### src/rtl/clk_div_pkg.sv
// Shared defaults and width helper for the multi-channel clock divider.
package clk_div_pkg;

    localparam int DIV_W_DEF       = 16;
    localparam int DEFAULT_DIV_DEF = 1;

    // Channel-select width; a single-bit select is kept even for one channel.
    function automatic int ch_width(input int n);
        return (n <= 2) ? 1 : $clog2(n);
    endfunction

endpackage

### src/rtl/clk_div_ch.sv
// One divider channel: half-period counter, 50% square wave, rise tick and a
// single pending-divisor slot that is applied only at a period end.
module clk_div_ch import clk_div_pkg::*; #(
    parameter int DIV_W       = DIV_W_DEF,
    parameter int DEFAULT_DIV = DEFAULT_DIV_DEF
) (
    input  logic             clk_100,
    input  logic             rst_n,
    input  logic             en_i,
    input  logic             sync_i,
    input  logic             load_i,
    input  logic [DIV_W-1:0] load_val_i,
    output logic             pending_o,
    output logic             clk_o,
    output logic             tick_o
);

    logic [DIV_W-1:0] cnt_q,      cnt_d;
    logic [DIV_W-1:0] div_act_q,  div_act_d;
    logic [DIV_W-1:0] pend_div_q, pend_div_d;
    logic             pending_q,  pending_d;
    logic             clk_q,      clk_d;
    logic             tick_q,     tick_d;

    always_ff @(posedge clk_100) begin
        if (!rst_n) begin
            cnt_q      <= '0;
            div_act_q  <= DIV_W'(DEFAULT_DIV);
            pend_div_q <= '0;
            pending_q  <= 1'b0;
            clk_q      <= 1'b0;
            tick_q     <= 1'b0;
        end else begin
            cnt_q      <= cnt_d;
            div_act_q  <= div_act_d;
            pend_div_q <= pend_div_d;
            pending_q  <= pending_d;
            clk_q      <= clk_d;
            tick_q     <= tick_d;
        end
    end

    always_comb begin
        cnt_d      = cnt_q;
        div_act_d  = div_act_q;
        pend_div_d = pend_div_q;
        pending_d  = pending_q;
        clk_d      = clk_q;
        tick_d     = 1'b0;

        if (sync_i || !en_i) begin
            // Idle or realigning: park low and take any pending divisor now.
            cnt_d = '0;
            clk_d = 1'b0;
            if (pending_q) begin
                div_act_d = pend_div_q;
                pending_d = 1'b0;
            end
        end else if (cnt_q >= div_act_q) begin
            cnt_d  = '0;
            clk_d  = ~clk_q;
            tick_d = ~clk_q;
            // Falling edge closes the period; only here may the divisor change.
            if (clk_q && pending_q) begin
                div_act_d = pend_div_q;
                pending_d = 1'b0;
            end
        end else begin
            cnt_d = cnt_q + DIV_W'(1);
        end

        // The top only strobes load when pending is clear, so it never races an apply.
        if (load_i) begin
            pend_div_d = load_val_i;
            pending_d  = 1'b1;
        end
    end

    assign pending_o = pending_q;
    assign clk_o     = clk_q;
    assign tick_o    = tick_q;

endmodule

### src/rtl/clk_div_multi.sv
// Multi-channel programmable clock divider with a valid/ready divisor reload
// port and a global sync that realigns every channel.
module clk_div_multi import clk_div_pkg::*; #(
    parameter int NUM_CH      = 2,
    parameter int DIV_W       = DIV_W_DEF,
    parameter int DEFAULT_DIV = DEFAULT_DIV_DEF,
    parameter int CH_W        = ch_width(NUM_CH)
) (
    input  logic              clk_100,
    input  logic              rst_n,
    input  logic [NUM_CH-1:0] ch_en,
    input  logic              sync,
    input  logic              cfg_valid,
    input  logic [CH_W-1:0]   cfg_ch,
    input  logic [DIV_W-1:0]  cfg_div,
    output logic              cfg_ready,
    output logic [NUM_CH-1:0] clk_o,
    output logic [NUM_CH-1:0] tick_o
);

    logic [NUM_CH-1:0] pend;
    logic [NUM_CH-1:0] load;

    // Out-of-range selects stay ready and load nothing, so the write is dropped.
    always_comb begin
        cfg_ready = 1'b1;
        load      = '0;
        for (int i = 0; i < NUM_CH; i++) begin
            if (cfg_ch == CH_W'(i)) begin
                cfg_ready = ~pend[i];
                load[i]   = cfg_valid & ~pend[i];
            end
        end
    end

    for (genvar g = 0; g < NUM_CH; g++) begin : g_ch
        clk_div_ch #(
            .DIV_W       (DIV_W),
            .DEFAULT_DIV (DEFAULT_DIV)
        ) u_ch (
            .clk_100    (clk_100),
            .rst_n      (rst_n),
            .en_i       (ch_en[g]),
            .sync_i     (sync),
            .load_i     (load[g]),
            .load_val_i (cfg_div),
            .pending_o  (pend[g]),
            .clk_o      (clk_o[g]),
            .tick_o     (tick_o[g])
        );
    end

endmodule

### config.mk
export PLATFORM = sky130hd
export DESIGN_NAME = clk_div_multi
export DESIGN_NICKNAME = d
export VERILOG_FILES = /design/src/rtl/clk_div_pkg.sv /design/src/rtl/clk_div_ch.sv /design/src/rtl/clk_div_multi.sv
export SDC_FILE = /design/constraint.sdc
export NUM_CORES = 1
export LEC_CHECK = 0
export CAP_MARGIN = 40
export CORE_MARGIN = 2
export CORE_UTILIZATION = 59
export CTS_CLUSTER_DIAMETER = 60
export CTS_CLUSTER_SIZE = 16
export DETAILED_ROUTE_END_ITERATION = 7
export PLACE_DENSITY = 0.79
export SLEW_MARGIN = 10
export SYNTH_ARGS = -nofsm -noshare
export SYNTH_HDL_FRONTEND = slang
export SYNTH_SLANG_ARGS = --single-unit
### constraint.sdc
create_clock -name clk_100 -period 2.7 [get_ports clk_100]
set_clock_uncertainty 0.1 [all_clocks]
set_input_delay 0.27 -clock clk_100 [delete_from_list [all_inputs] [get_ports clk_100]]
set_output_delay 0.27 -clock clk_100 [all_outputs]
set_load 0.005 [all_outputs]
==> out/qor.yml <==
die:
  die_y_um: 95
  core_sq_um: 8130
  die_area_sq_um: 9030
  fp-row-count: 33
  ioPinCount: 28
  initial_core_util_pct: 60.1
  die_x_um: 95
grt:
  grt_pass1_vias: 3668
  overflow: 0
  grt_start_max_net_pins: 59
  track_usage_pct: 22.4
  grt_antenna_before_repair: 0
  grt_first_pass_wirelength_um: 16000
detailed_routing:
  drc_errors: 0
  wl_um: 9540
  via_count: 3781
  postRouteAntennaNets: 0
  wl_per_cell_um: 13.6
  vias_per_cell: 5.39
  drt_iter0_markers: 164
  dr.pass1.iters: 4
placed_design:
  placedCellCount: 685
  io_buffers: 27
  gp_congestion: 0.774
  placed_area_sq_um: 5230
  dpl.hpwl_um: 7120
  post-place-ws_ns: 0.0601
setup_path:
  endpoint_kind: "register"
  cp_max_fo: 16
  cp.required_ns: 2.87
  worstPathArrival_ns: 2.69
  critPathLaunchType: "register"
  crit_type: "reg -> reg"
sta:
  finalSetupViolCount: 0
  fin_crit_sh_pct: 93.4
  worstMarginPinSlew_ns: 0.519
  finalHoldViolations: 0
  relSlewSlack_pct: 65.2
  rsz0062_at_grt: "no"
  worst_slack_ns: 0.179
  finalSetupTns_ns: 0
  drv_slew: 0
  period_needed_ns: 2.52
  hold_ws_ns: 0.147
  clock.fmax_ghz: 0.397
cts:
  cts_max_level: 3
  cts_sinks: 102
  root_buffer: "clkbuf_8"
  hold_buffers: 0
  cts_tree: "done"
  clk_latency_ns: 0.35
  cts-buffers-inserted: 9
  clock_path_buffers: 2
  clkTransAtPathRegs_ns: 0.09
power:
  power.density_nw_per_um2: 490
  finalPower_mw: 2.67
  peakVddDrop_v: 0.000275
  leakagePower_nw: 1.97
synth:
  synth.ff_latch_count: 102
  synth_area_sq_um: 4890
  syn_area_per_cell_sq_um: 8.60
  synth_most_common_cell: "nand2_1"
  yosys.area.top_type: "dfxtp_1"
  async_reset_ff_share_pct: 0
  synthTopCellsByArea: "dfxtp_1, nand2_1, ha_1"
  synth_cells: 568
  synth_common_cells: "nand2_1, dfxtp_1, inv_1, nor2_1, ha_1"
  synth_edf_count: 0
  yosysUniqueCellTypes: 42
  ys_seq_area_share_pct: 41.8
  synthesis.nets: 625
  yosys_warnings: 0
  dominantRegCellSynth: "dfxtp_1"
  synth_top_area_share_pct: 41.8
cells_and_area:
  drive_gt1_share_pct: 6.87
  stdcell_count: 702
  post-route-util_pct: 66.8
  nets: 649
  syn2layout_area_growth_pct: 11.2
  design_area_sq_um: 5440
  antenna_cells: 0
  fill_cells: 664
worst_hold_path:
  hold_path_class: "in -> reg"
run_status:
  status: "finished clean"
flow_run:
  max-cap-violations: 0
registers in the layout, indices dropped and copies added (netlist names):
name,count
g_ch.u_ch.div_act_q,32
g_ch.u_ch.tick_o,2
g_ch.u_ch.clk_o,2
g_ch.u_ch.cnt_q,32
g_ch.u_ch.pending_o,2
g_ch.u_ch.pend_div_q,32
critical path: stages, from the launching register on:
cell     delay [ns]
dfxtp_1        0.36
inv_1          0.05
ha_1           0.31
nand4_1        0.14
or3_1          0.41
o32a_2         0.36
nand2_1        0.14
a31o_4         0.18
buf_12         0.16
mux2i_1        0.22
final timing paths:
check | from | to | slack [ns] | cells after the start
max | g_ch[0].u_ch.div_act_q[14] | g_ch[0].u_ch.div_act_q[13] | 0.18 | 9
min | rst_n | g_ch[0].u_ch.tick_o | 0.15 | 3
max reg2reg | g_ch[0].u_ch.div_act_q[14] | g_ch[0].u_ch.div_act_q[13] | 0.18 | 9
min reg2reg | g_ch[1].u_ch.cnt_q[0] | g_ch[1].u_ch.cnt_q[0] | 0.36 | 1
cell families after synthesis:
group / count (synthesis) / share of synthesized area (%)
mux: 32 / 6.56
buf+inv: 71 / 6.63
flops: 102 / 41.8
fa+ha+maj: 34 / 8.71
simple gates: 232 / 20.5
xor+xnor: 26 / 4.66
compound gates: 71 / 11.1
power by group:
part,total (mW),leakage [nW],switching [mW],internal (mW)
clock network,0.862,0.0776,0.503,0.359
registers,1.56,0.827,0.0205,1.54
logic,0.246,1.06,0.127,0.118
total,2.67,1.97,0.651,2.01
area by class of cell:
class                           count  area [sq um]  area share, %
Inverter                           44           165           3.04
Tap cell                          105           131           2.42
Clock buffer                       11           141           2.60
Timing Repair Buffer               40           383           7.04
Multi-Input combinational cell    395          2540           46.7
Sequential cell                   102          2040           37.6
Clock inverter                      5          35.0          0.645
timing repair:
action,in CTS,in global routing
setup buffers,0,1
setup endpoints to repair,3,29
gates resized for setup,1,3
cell usage in the layout (no fill, tap or decap), types with 3 or more instances in the layout:
cell type	instances
or3_1	6
o21ai_0	8
and3_1	7
nor2b_1	5
a21o_1	3
nor2_1	39
nand4_1	9
buf_4	11
inv_1	44
xor2_1	13
nand3_1	19
nand2_1	135
xnor2_1	13
mux2i_1	32
clkinvlp_4	4
dfxtp_1	101
ha_1	34
clkdlybuf4s50_1	26
a21boi_0	32
a21oi_1	13
clkbuf_8	10
layer usage:
metal | track usage (%) | share of wire [%] | up-vias
li1 | - | - | 1909
met1 | 29.5 | 48 | 1803
met2 | 38.4 | 48 | 62
met3 | 2.87 | 3.6 | 7
met4 | 6.88 | 0.85 | 0
met5 | 0 | 0 | -
Power figures use the tool's default switching activity.
